File: src/rtl/max_pool_fp_stream.sv
// Streaming max-pool over WINDOW IEEE-754 words with a valid/ready handshake on both sides.
// Optional macro MAXPOOL_NAN_CHECK_EN turns on sticky NaN detection with a canonical quiet-NaN result.
module max_pool_fp_stream #(
  parameter int DATA_WIDTH = 32,
  parameter int WINDOW     = 4,
  parameter int IDX_WIDTH  = 2
) (
  input  logic                  clk,
  input  logic                  rst,
  input  logic [DATA_WIDTH-1:0] i_data,
  input  logic                  i_valid,
  output logic                  o_ready,
  output logic [DATA_WIDTH-1:0] o_max,
  output logic [IDX_WIDTH-1:0]  o_index,
  output logic                  o_nan,
  output logic                  o_valid,
  input  logic                  i_ready
);

  localparam int CNT_W = (WINDOW > 1) ? $clog2(WINDOW) : 1;
  localparam logic [CNT_W-1:0] LAST = CNT_W'(WINDOW - 1);

  typedef enum logic {ACC, OUT} state_t;

  state_t                state_q, state_d;
  logic [CNT_W-1:0]      count_q;
  logic [DATA_WIDTH-1:0] max_q;
  logic [IDX_WIDTH-1:0]  idx_q;
  logic                  in_xfer, out_xfer, first, last;

  // Strict bit-pattern ordering: positive beats negative (+0 > -0); negatives order by smaller magnitude.
  function automatic logic greater(input logic [DATA_WIDTH-1:0] a, input logic [DATA_WIDTH-1:0] b);
    if (a[DATA_WIDTH-1] != b[DATA_WIDTH-1]) return !a[DATA_WIDTH-1];
    else if (!a[DATA_WIDTH-1])             return a[DATA_WIDTH-2:0] > b[DATA_WIDTH-2:0];
    else                                   return a[DATA_WIDTH-2:0] < b[DATA_WIDTH-2:0];
  endfunction

  assign o_valid  = (state_q == OUT);
  assign o_ready  = (state_q == ACC) || i_ready;
  assign in_xfer  = i_valid && o_ready;
  assign out_xfer = o_valid && i_ready;
  assign first    = (count_q == '0);
  assign last     = (count_q == LAST);
  assign o_max    = max_q;
  assign o_index  = idx_q;

  always_comb begin
    // NOTE: next state defaults to the current state first so no path leaves it unassigned (no latch).
    state_d = state_q;
    if (in_xfer && last) state_d = OUT;
    else if (out_xfer)   state_d = ACC;
  end

  always_ff @(posedge clk) begin
    // NOTE: all clocked state uses non-blocking assignment so every register samples pre-edge values.
    if (rst) begin
      state_q <= ACC;
      count_q <= '0;
    end else begin
      state_q <= state_d;
      if (in_xfer) count_q <= last ? '0 : count_q + 1'b1;
    end
  end

`ifdef MAXPOOL_NAN_CHECK_EN
  localparam int MANT_W = DATA_WIDTH - 9;
  localparam logic [DATA_WIDTH-1:0] QNAN = DATA_WIDTH'(10'h1FF) << (DATA_WIDTH - 10);

  logic nan_q, elem_nan;

  assign elem_nan = (&i_data[DATA_WIDTH-2:MANT_W]) && (|i_data[MANT_W-1:0]);
  assign o_nan    = nan_q;

  // Once a NaN has been seen the window result is frozen at the canonical NaN and its first position.
  always_ff @(posedge clk) begin
    if (rst) begin
      max_q <= '0;
      idx_q <= '0;
      nan_q <= 1'b0;
    end else if (in_xfer) begin
      if (first) begin
        nan_q <= elem_nan;
        max_q <= elem_nan ? QNAN : i_data;
        idx_q <= '0;
      end else if (!nan_q) begin
        if (elem_nan) begin
          nan_q <= 1'b1;
          max_q <= QNAN;
          idx_q <= IDX_WIDTH'(count_q);
        end else if (greater(i_data, max_q)) begin
          max_q <= i_data;
          idx_q <= IDX_WIDTH'(count_q);
        end
      end
    end
  end
`else
  assign o_nan = 1'b0;

  always_ff @(posedge clk) begin
    if (rst) begin
      max_q <= '0;
      idx_q <= '0;
    end else if (in_xfer) begin
      if (first || greater(i_data, max_q)) begin
        max_q <= i_data;
        idx_q <= first ? '0 : IDX_WIDTH'(count_q);
      end
    end
  end
`endif

endmodule

File: config.mk
export PLATFORM = sky130hd
export DESIGN_NAME = max_pool_fp_stream
export DESIGN_NICKNAME = d
export VERILOG_FILES = /design/src/rtl/max_pool_fp_stream.sv
export SDC_FILE = /design/constraint.sdc
export NUM_CORES = 1
export LEC_CHECK = 0
export CAP_MARGIN = 0
export CORE_ASPECT_RATIO = 0.8
export CORE_UTILIZATION = 30
export DETAILED_ROUTE_END_ITERATION = 16
export GPL_ROUTABILITY_DRIVEN = 0
export PLACE_DENSITY = 0.63
export SLEW_MARGIN = 20
export SYNTH_ARGS = -nofsm -noshare
export SYNTH_HDL_FRONTEND = slang
export SYNTH_SLANG_ARGS = --single-unit
File: constraint.sdc
create_clock -name clk -period 2.9 [get_ports clk]
set_clock_uncertainty 0.05 [all_clocks]
set_input_delay 0.58 -clock clk [delete_from_list [all_inputs] [get_ports clk]]
set_output_delay 0.58 -clock clk [all_outputs]
set_load 0.01 [all_outputs]
==> summary.md <==
| Metric | Value |
|---|---|
| Routed Antenna Nets | `0` |
| Net switching power | `0.0004516 W` |
| Crit-path max FO | `6` |
| Post-Syn Instances | `279` |
| Power per Cell Area | `416.5 nW/um^2` |
| Sequential share of the synthesized area | `29.84%` |
| Final cell count without fillers | `471` |
| Initial core utilization | `31.10%` |
| Routed via count | `2093` |
| Register share of total power | `36.8%` |
| Gr ovfl total | `0` |
| Die width | `103.7 um` |
| Internal power | `0.001128 W` |
| Largest net degree at the start of global routing | `71` |
| Post-synth top flop | `dfxtp_1` |
| Skew-Pair Late Insertion Delay | `0.29 ns` |
| Layout cells sized above 1 | `14.05%` |
| Clock power frac | `29.9%` |
| Row count | `29` |
| Average wire per standard cell | `12.56 um` |
| Final wirelength | `5.916 mm` |
| TritonCTS Buffers | `5` |
| CTS tree | `built` |
| Mapped Nets | `348` |
| FF+latch count, synth | `37` |
| Final Setup Violations | `0` |
| Most common cell after layout, fill and taps aside | `nand2b_1` |
| Crit end category | `register` |
| Post-synth ARST share | `0%` |
| Max Cap Violations | `0` |
| DRC | `0` |
| Vias in the first global route | `1930` |
| Worst-margin pin slew | `0.8825 ns` |
| YS warnings | `0` |
| Number of diodes | `0` |
| Leakage | `1.591 nW` |
| Fmax | `0.3515 GHz` |
| Pins Over Slew Limit | `0` |
| Clock root buffer | `clkbuf_8` |
| Crit share post-route | `98.11%` |
| Normalized max-slew margin | `41.16%` |
| Setup slack, reg-to-reg | `0.30 ns` |
| Minimum clock period | `2.845 ns` |
| Cell variety after synth | `29` |
| Initial antenna violation count | `0` |
| Vias per cell | `4.444` |
| Die H | `83.36 um` |
| Hpwl dp | `3.955 mm` |
| Mapped Area | `2482 um^2` |
| Starting DRT DRC Count | `58` |
| Io pins | `73` |
| Hold_ws | `0.4296 ns` |
| Total track usage | `12.81%` |
| H-tree level count | `2` |
| Core ar. | `7983 um^2` |
| Worst setup SP type | `primary input` |
| Hold Path Class | `reg -> reg` |
| Worst path required time | `3.06 ns` |
| Status | `finished clean` |
| Area growth syn-to-layout | `52.82%` |
| Post-synth EDFFs | `0` |
| Crit path arrival time | `3.01 ns` |
| First-pass GRT wire length | `8.983 mm` |
| Filler cells | `765` |
| Commonest cells after routing, fill and taps aside | `nand2b_1 (65), clkdlybuf4s50_1 (58), dfxtp_1 (37)` |
| Placed Instances | `456` |
| First drt pass iteration count | `4` |
| Die ar. | `8644 um^2` |
| Fin nets | `431` |
| Worst-path clk slew | `0.08 ns` |
| Clk buf depth | `2` |
| Avg Inst Size Synth | `8.897 um^2` |
| IO Port Bufs | `71` |
| Comb power frac | `33.3%` |
| CTS sink cnt | `37` |
| Switching Share | `28.58%` |
| Final hold vios | `0` |
| Setup TNS | `0 ns` |
| Peak supply drop | `0.0002485 V` |
| Cts hold-fix bufs | `0` |
| Type of the worst setup path | `in -> reg` |
## power by group through the flow
stage | clock [W] | combinational (W) | sequential (W)
finish | 0.000473 | 0.000526 | 0.000581
global route | 0.000513 | 0.000577 | 0.000588
CTS | 0.000489 | 0.000457 | 0.000581
detailed placement | 0 | 0.000431 | 0.000593
global placement | 0 | 0.000424 | 0.000592
floorplan | 0 | 0.000228 | 0.000606
## critical path, cell delays in order
cell             delay, ns
clkdlybuf4s50_1       0.53
ha_4                  0.22
a21oi_2               0.12
o21ai_0               0.11
a221oi_2              0.29
o21ai_2               0.10
o211a_1               0.26
a211oi_4              0.26
buf_6                 0.19
clkbuf_16             0.17
mux2i_1               0.18
## logic make-up (layout without fill, tap and decap cells)
group	count (synthesis)	in the layout	synth area share [%]
AND/OR/NAND/NOR	100	100	23.64
AO/OA/AOI/OAI	30	30	8.115
flip-flops	37	37	29.84
multiplexers	33	33	13.31
other	1	1	0.1511
adder cells (fa/ha/maj)	33	33	16.63
buffers and inverters	45	129	8.317
## cell type report
class / count / area (um^2) / share of cell area [%]
well taps: 108 / 135.1 / 3.562
multi-input cells: 197 / 1743 / 45.94
repair buffers: 87 / 930.9 / 24.54
clock inverters: 1 / 30.03 / 0.7916
inverters: 34 / 127.6 / 3.364
clock buffers: 7 / 86.33 / 2.276
flip-flops and latches: 37 / 740.7 / 19.53
## sequential cells by signal, indices dropped and copies added, names as in the netlist
register and flops:
o_max 32, o_valid 1, o_index 2, count_q 2
## layer usage
layer | track usage, % | routed length, um
met1 | 17.13 | 2974
met4 | 3.117 | 39
met2 | 20.32 | 2607
met5 | 0 | 0
met3 | 3.611 | 294
## worst paths after layout
kind         cells after the start  startpoint    endpoint
min                              2  o_index[0]  o_index[0]
min reg2reg                      2  o_index[0]  o_index[0]
max reg2reg                     11   o_max[28]   o_max[24]
max                             11  i_data[24]   o_max[24]
## metrics by stage
step	util, %	total power, W	instance area [um^2]	setup slack (ns)
2_1_floorplan	-	0.0008341	2482	0.2674
3_3_place_gp	41.65	0.001016	3324	-0.4156
3_5_place_dp	41.65	0.001024	3324	-0.4645
4_1_cts	43.95	0.001528	3508	0.006971
5_1_grt	47.52	0.001678	3794	-0.01579
6_report	47.52	0.001580	3794	0.05490
## Yosys cell counts, types with 3 or more instances
cell type / n / area (um^2)
dfxtp_1: 37 / 740.7
nor2_1: 6 / 22.52
ha_1: 33 / 412.9
buf_8: 3 / 45.04
inv_1: 34 / 127.6
nor3_1: 3 / 15.01
nand3_1: 5 / 25.02
and4_1: 5 / 43.79
nand2b_1: 65 / 406.6
mux2i_1: 33 / 330.3
nand2_1: 11 / 41.29
o21ai_0: 4 / 20.02
clkbuf_1: 7 / 26.28
a21oi_1: 13 / 65.06
## repair_timing
item                       4_1_cts  5_1_grt
setup buffers                    2        2
pin swaps                        2       24
resized for setup                6       38
setup endpoints to repair       33       33
gates cloned                     1        2
Note: power is estimated with default switching activity, not from simulation.
